==> config.mk <==
export PLATFORM = sky130hd
export DESIGN_NAME = if_fetch_stage
export DESIGN_NICKNAME = d
export VERILOG_FILES = /design/src/rtl/if_fetch_stage.sv
export SDC_FILE = /design/constraint.sdc
export NUM_CORES = 1
export LEC_CHECK = 0
export ABC_AREA = 0
export CORE_ASPECT_RATIO = 1.25
export CORE_MARGIN = 2
export CORE_UTILIZATION = 45
export CTS_CLUSTER_SIZE = 40
export DETAILED_ROUTE_END_ITERATION = 8
export MAX_ROUTING_LAYER = met4
export PLACE_DENSITY = 0.75
export REMOVE_ABC_BUFFERS = 1
export SETUP_SLACK_MARGIN = 0.5
export SYNTH_ARGS = -nofsm -noshare
export SYNTH_HDL_FRONTEND = slang
export SYNTH_SLANG_ARGS = --single-unit
==> constraint.sdc <==
create_clock -name clk -period 6.17 [get_ports clk]
set_clock_uncertainty 0.2 [all_clocks]
set_input_delay 1.5425 -clock clk [delete_from_list [all_inputs] [get_ports clk]]
set_output_delay 1.5425 -clock clk [all_outputs]
set_load 0.005 [all_outputs]
==> src/rtl/if_fetch_stage.sv <==
// Instruction-fetch stage: owns the PC, fetches one 32-bit instruction per
// single-beat AXI read and hands PC/instruction to decode.
module if_fetch_stage #(
    parameter logic [63:0] RESET_PC = 64'h0000_0000_8000_0000,
    parameter logic [31:0] NOP_INS  = 32'h0000_0013
) (
    input  logic        clk,
    input  logic        reset,
    input  logic        ready2,
    output logic        valid2,
    output logic [63:0] PC2,
    output logic [31:0] Ins1,
    input  logic        id_flush,
    input  logic        id_jal,
    input  logic [63:0] id_jpc,
    input  logic        ex_resolve,
    input  logic [63:0] ex_next_pc,
    output logic        arvalid,
    output logic [63:0] araddr,
    input  logic        arready,
    input  logic        rvalid,
    input  logic [63:0] rdata,
    input  logic [1:0]  rresp,
    output logic        rready,
    output logic [1:0]  dbg_state
);

    // Handshakes: a transfer happens on a rising edge where valid & ready are
    // both high; a source keeps valid and its payload stable until that edge.
    // This holds for decode (valid2/ready2), AR (arvalid/arready) and R
    // (rvalid/rready).

    localparam logic [1:0] S_IDLE    = 2'd0;
    localparam logic [1:0] S_ADDR    = 2'd1;
    localparam logic [1:0] S_DATA    = 2'd2;
    localparam logic [1:0] S_WAIT_EX = 2'd3;

    logic [1:0]  state;
    logic [63:0] pc;
    logic        discard;
    logic        wait_pend;

    logic        ex_take;
    logic        flush;
    logic        slot_free;
    logic        issue;
    logic        beat;
    logic        beat_keep;
    logic        in_flight;
    logic [31:0] beat_ins;

    assign dbg_state = state;

    // An execute resolution belongs to an older instruction, so it masks a
    // same-cycle decode flush.
    assign ex_take   = ex_resolve && (state == S_WAIT_EX);
    assign flush     = id_flush && !ex_resolve;
    assign slot_free = !valid2 || ready2;
    assign issue     = (state == S_IDLE) && slot_free && !flush;
    assign beat      = (state == S_DATA) && rvalid;
    assign beat_keep = beat && !discard && !flush;
    assign in_flight = (state == S_ADDR) || ((state == S_DATA) && !beat);

    always_comb begin
        beat_ins = pc[2] ? rdata[63:32] : rdata[31:0];
        if (rresp != 2'b00) begin
            beat_ins = NOP_INS;
        end
    end

    always_ff @(posedge clk) begin
        if (reset) begin
            state     <= S_IDLE;
            pc        <= RESET_PC;
            discard   <= 1'b0;
            wait_pend <= 1'b0;
            valid2    <= 1'b0;
            PC2       <= 64'd0;
            Ins1      <= 32'd0;
            arvalid   <= 1'b0;
            araddr    <= 64'd0;
            rready    <= 1'b0;
        end else begin
            if (flush) begin
                valid2 <= 1'b0;
            end else if (beat_keep) begin
                valid2 <= 1'b1;
                PC2    <= pc;
                Ins1   <= beat_ins;
            end else if (valid2 && ready2) begin
                valid2 <= 1'b0;
            end

            case (state)
                S_IDLE: begin
                    if (flush) begin
                        if (id_jal) begin
                            pc <= id_jpc;
                        end else begin
                            state <= S_WAIT_EX;
                        end
                    end else if (issue) begin
                        arvalid <= 1'b1;
                        araddr  <= {pc[63:3], 3'b000};
                        state   <= S_ADDR;
                    end
                end
                S_ADDR: begin
                    if (arready) begin
                        arvalid <= 1'b0;
                        rready  <= 1'b1;
                        state   <= S_DATA;
                    end
                end
                S_DATA: begin
                    if (beat) begin
                        rready    <= 1'b0;
                        discard   <= 1'b0;
                        wait_pend <= 1'b0;
                        if (flush) begin
                            if (id_jal) begin
                                pc    <= id_jpc;
                                state <= S_IDLE;
                            end else begin
                                state <= S_WAIT_EX;
                            end
                        end else begin
                            if (!discard) begin
                                pc <= pc + 64'd4;
                            end
                            state <= wait_pend ? S_WAIT_EX : S_IDLE;
                        end
                    end
                end
                S_WAIT_EX: begin
                    if (ex_take) begin
                        pc    <= ex_next_pc;
                        state <= S_IDLE;
                    end else if (flush && id_jal) begin
                        pc    <= id_jpc;
                        state <= S_IDLE;
                    end
                end
                default: state <= S_IDLE;
            endcase

            // The AR cannot be withdrawn, so a redirect while a read is in
            // flight marks the returning beat for dropping instead.
            if (flush && in_flight) begin
                discard <= 1'b1;
                if (id_jal) begin
                    pc        <= id_jpc;
                    wait_pend <= 1'b0;
                end else begin
                    wait_pend <= 1'b1;
                end
            end
        end
    end

    ar_stable: assert property (@(posedge clk) disable iff (reset)
        arvalid && !arready |=> arvalid && $stable(araddr));

    one_outstanding: assert property (@(posedge clk) disable iff (reset)
        !(arvalid && rready));

endmodule
# Word-level counts from Yosys, hierarchy flattened
# Cells that the tools add are included.
word_totals:
  register_bits: 228
  in_bits: 202
  elab_cells: 90
classes:
  addsub: 1
  reduce_logical: 32
  n_bitwise: 1
  eq_ne: 10
  n_mux: 36
ops:
  columns: ["op", "count"]
  rows:
  - ["2-to-1 mux 64 bit", 9]
  - ["case mux 64 bit (3 select lines)", 1]
  - ["adder 64 x 3 -> 64 bit, second input constant", 1]
  - ["2-to-1 mux 32 bit", 2]
  - ["2-to-1 mux 2 bit", 10]
  - ["nonzero test 2 bit", 6]
  - ["logical AND 1 bit", 11]
  - ["2-to-1 mux 1 bit", 11]
  - ["inequality test 2 bit, second input constant", 4]
  - ["case mux 2 bit (4 select lines)", 1]
  - ["inequality test 3 bit, second input constant", 2]
  - ["AND reduction 3 bit", 2]
  - ["zero test 1 bit", 5]
  - ["AND reduction 5 bit", 1]
  - ["equality test 2 bit, second input constant", 2]
  - ["case mux 1 bit (2 select lines)", 2]
  - ["AND reduction 2 bit", 2]
  - ["AND reduction 4 bit", 1]
  - ["inequality test 3 x 2 -> 1 bit, second input constant", 1]
  - ["equality test 2 x 1 -> 1 bit, second input constant", 1]
  - ["zero test 2 bit", 1]
  - ["logical OR 1 bit", 2]
  - ["OR reduction 2 bit", 1]
  - ["NOT 1 bit", 1]

# Depth between registers and ports, before layout
depth:
  word_depth: 8
  depth_mapped: 9
  mapped_depth_nobuf: 7

# Worst setup path after synthesis
# Ideal clock, no wire load.
synth_path:
  kind: "input-to-reg"
  startpoint: "input port rvalid"
  endpoint: "register pc[18]"
  n_path_buf: 4
  setup_slack_ns: 2.544
  path_stages: 9
  setup_ns: 0.125
  arrival_time_ns: 3.301
  t_required_ns: 5.845
  cell_sequence: "clkbuf_1 or3b_2 clkbuf_1 a21oi_1 nor2_1 clkbuf_1 clkbuf_1 a21oi_1 o21ai_0"
synth_via:
  elab_chain_len: 6
synth_rtl:
  columns: ["element", "line", "text"]
  rows:
  - ["start, declared", "21", "input logic rvalid,"]
  - ["logical AND 1 bit *", "60", "assign beat = (state == S_DATA) && rvalid;"]
  - ["parallel branches: the longest is 4 deep, another holds 2-to-1 mux 64 bit", null, null]
  - ["2-to-1 mux 64 bit *", "149", "if (flush && in_flight) begin"]
  - ["end signal, assigned", "98", "pc <= id_jpc;"]
  - ["end signal, assigned", "140", "pc <= id_jpc;"]
  - ["end signal, assigned", "152", "pc <= id_jpc;"]
  - ["end, declared", "39", "logic [63:0] pc;"]
# Mark *: on every way between the ends.
# A chain may end at the register's enable or synchronous reset.

# Final worst setup path
layout_path:
  startpoint: "input port id_jal"
  endpoint: "register pc[21]"
layout_via:
  elab_chain_len: 6
layout_rtl:
  columns: ["element", "line", "text"]
  rows:
  - ["start, declared", "14", "input logic id_jal,"]
  - ["2-to-1 mux 64 bit / logical AND 1 bit (equally long branches)", "97, 121, 139", null]
  - ["2-to-1 mux 64 bit (on tied branches)", "120, 139", null]
  - ["2-to-1 mux 64 bit (on tied branches)", "116, 136", null]
  - ["case mux 64 bit (3 select lines)", "94", "case (state)"]
  - ["2-to-1 mux 64 bit", "151", "if (id_jal) begin"]
  - ["2-to-1 mux 64 bit *", "149", null]
  - ["end signal, assigned", "98", null]
  - ["end signal, assigned", "122", "pc <= id_jpc;"]
  - ["end signal, assigned", "152", null]
# Every way passes the cells marked *; elsewhere a longest branch is shown, timed or not.

==> metrics.cfg <==
[synth]
syn-cell-area_mm2=0.01336
yosysSeqAreaShare_pct=34.16
async_flop_share_pct=0
synth_ff_type=dfxtp_1
synth_area_per_cell_um2=7.206
synth_edf_count=0
ys_warn_count=0
ys_types=78
synth-seq-cells=228
synth_cells=1854

[route]
drc=0
first_iter_violations=1963
via_per_inst=6.359
ant_nets=0
wl_mm=60.90
wire_per_inst_um=24.16
drt_pass1_iterations=8
vias=16030

[global_route]
globalRouteOverflowTotal=0
globalRouteMet3Util_pct=7.014
met1_usage_pct=48.60
grt_usage_pct=38.44
antenna_found_initial=1
grt_pass1_wl_mm=89.38
first_global_vias=14990
grt_busiest_layer=met2
grtUsageMet2_pct=59.97
grt_max_degree=84

[sta]
hold-worst-slack_ns=0.2508
rsz0062_at_grt=false
maxSlewHeadroom_pct=31.03
setup_ws_ns=1.852
fin_crit_sh_pct=69.98
finalMaxSlewViolations=0
worst-slew-pin-transition_ns=1.031
max_freq_mhz=231.6
finalSetupViolCount=0
hold_violations=0
fin_crit_ns=4.318

[final_layout]
final_nets=2309
fill_cells=2704
drive_gt1_share_pct=7.674
final_common_cell=nand2_1
layout_common_cells=nand2_1, clkdlybuf4s50_1, dfxtp_1, a21oi_1, nor2_1
final_util_pct=61.77
syn_to_final_growth_pct=35.24

[die]
dieHeight_um=196.6
io_pins=367
start_util_pct=45.67
core_mm2=0.02925
dieArea_mm2=0.03109
num_rows=70
die_x_um=158.1

[clock_network]
clk_path_buf_depth=3
cts_tree=built
clk_latency_ns=0.56
holdBufCountCts=0
root_buffer=clkbuf_16
postCtsSetupBuffers=0
h-tree-depth=1
cts_sinks=228
cts.reportedPaths.clkPinSlew_ns=0.06
cts_buffers=25
cts_resized=0

[worst_setup_path]
cp-start-kind=primary input
crit_fanout=33
r2r_start=pc[2]
crit_type=in2reg
r2r_end=pc[54]
endpoint=pc[21]
critical_path_required_ns=6.38
startpoint=id_jal
cp-end-kind=flip-flop
r2r_cells=7
reg2reg_setup_slack_ns=2.07
cp.arrival_ns=4.53

[placement]
place.port_buffers=363
gp_congestion=0.9876
preCtsSetupSlack_ns=1.380
post-dp-hpwl_mm=42.86

[power]
ir_drop_mv=0.2512
power_density_mw_per_mm2=328.7
leakagePower_nw=6.103
power_mw=5.939

[outcome]
status=completed

[run]
max_cap_viol_count=0

[worst_hold_path]
hold_path_class=reg2reg

-- logic make-up after synthesis --
group | Yosys count | share of synthesized area (%)
buf+inv | 208 | 6.115
compound gates | 579 | 27.38
flops | 228 | 34.16
mux | 79 | 6.265
simple gates | 743 | 24.97
xor+xnor | 15 | 0.9834
fa+ha+maj | 1 | 0.09364
other cells | 1 | 0.02807
-- routing by layer --
layer	vias up	share of wire (%)	routed length, um
met5	-	0	0
met2	1095	46	27990
met1	7539	38	23390
met3	213	11	6508
met4	0	5.0	3016
li1	7183	-	-
-- worst max-delay path, stage by stage --
cell             delay [ns]
clkdlybuf4s50_1        0.74
and3b_2                0.78
buf_4                  0.49
mux2_2                 0.40
mux2i_1                0.13
nor2_1                 0.06
a221oi_1               0.24
o22ai_1                0.11
-- power by group --
group          switching [mW]  total (mW)  internal (mW)
Clock                   0.670        1.60          0.926
Sequential              0.454        2.14           1.69
Combinational            1.31        2.20          0.893
-- per-stage QoR --
| step | instance area, um2 | TNS, ns | std cells |
|---|---|---|---|
| after CTS | 18070 | 0 | 2520 |
| after global placement | 17210 | 0 | 2475 |
| after detailed placement | 17210 | 0 | 2475 |
| after global routing | 18070 | 0 | 2521 |
| after floorplan | 12590 | -6.159 | 1659 |
| final | 18070 | 0 | 2521 |
-- synthesized netlist by cell type (11+ instances only) --
cell type,count,area (um2)
a32oi_1,11,96.34
nand3_1,43,215.2
nand4_1,26,162.7
a22oi_1,41,307.8
buf_1,15,56.30
o21ai_0,115,575.6
nor4_1,15,93.84
buf_2,12,60.06
o22ai_1,19,118.9
o211ai_1,16,120.1
nand2b_1,12,75.07
or3_1,15,93.84
clkbuf_1,164,615.6
a31oi_1,16,100.1
and3_1,20,125.1
nor3_1,40,200.2
o221ai_1,11,96.34
mux2i_1,42,420.4
a221oi_1,15,131.4
inv_1,11,41.29
a211oi_1,19,142.6
nor2_1,127,476.7
nand2_1,398,1494
a21oi_1,213,1066
dfxtp_1,228,4564
mux2_2,37,416.7
-- flip-flops by register name, indices dropped and copies added, names as in the netlist --
name,cells
wait_pend,1
pc,64
PC2,64
Ins1,32
arvalid,1
discard,1
valid2,1
rready,1
dbg_state,2
araddr,61
-- layout make-up --
class | instances | area [um2] | area share [%]
multi-input cells | 1420 | 8023 | 44.40
clock inverters | 12 | 162.7 | 0.9002
well taps | 396 | 495.5 | 2.742
flip-flops and latches | 228 | 4566 | 25.27
clock buffers | 33 | 695.7 | 3.850
inverters | 11 | 41.29 | 0.2285
diodes | 1 | 2.502 | 0.01385
repair buffers | 420 | 4083 | 22.60
-- worst min-delay path by stage --
stage / start / endpoint / slack [ns] / cells past startpoint
after global routing: PC2[40] / PC2[40] / 0.27 / 2
after CTS: araddr[34] / araddr[34] / 0.25 / 2
after global placement: PC2[25] / PC2[25] / 0.24 / 2
after floorplan: pc[1] / PC2[1] / 0.23 / 2
after detailed placement: araddr[14] / araddr[14] / 0.25 / 2
final: PC2[25] / PC2[25] / 0.25 / 2
No activity file was read; power rests on OpenSTA's default activity.
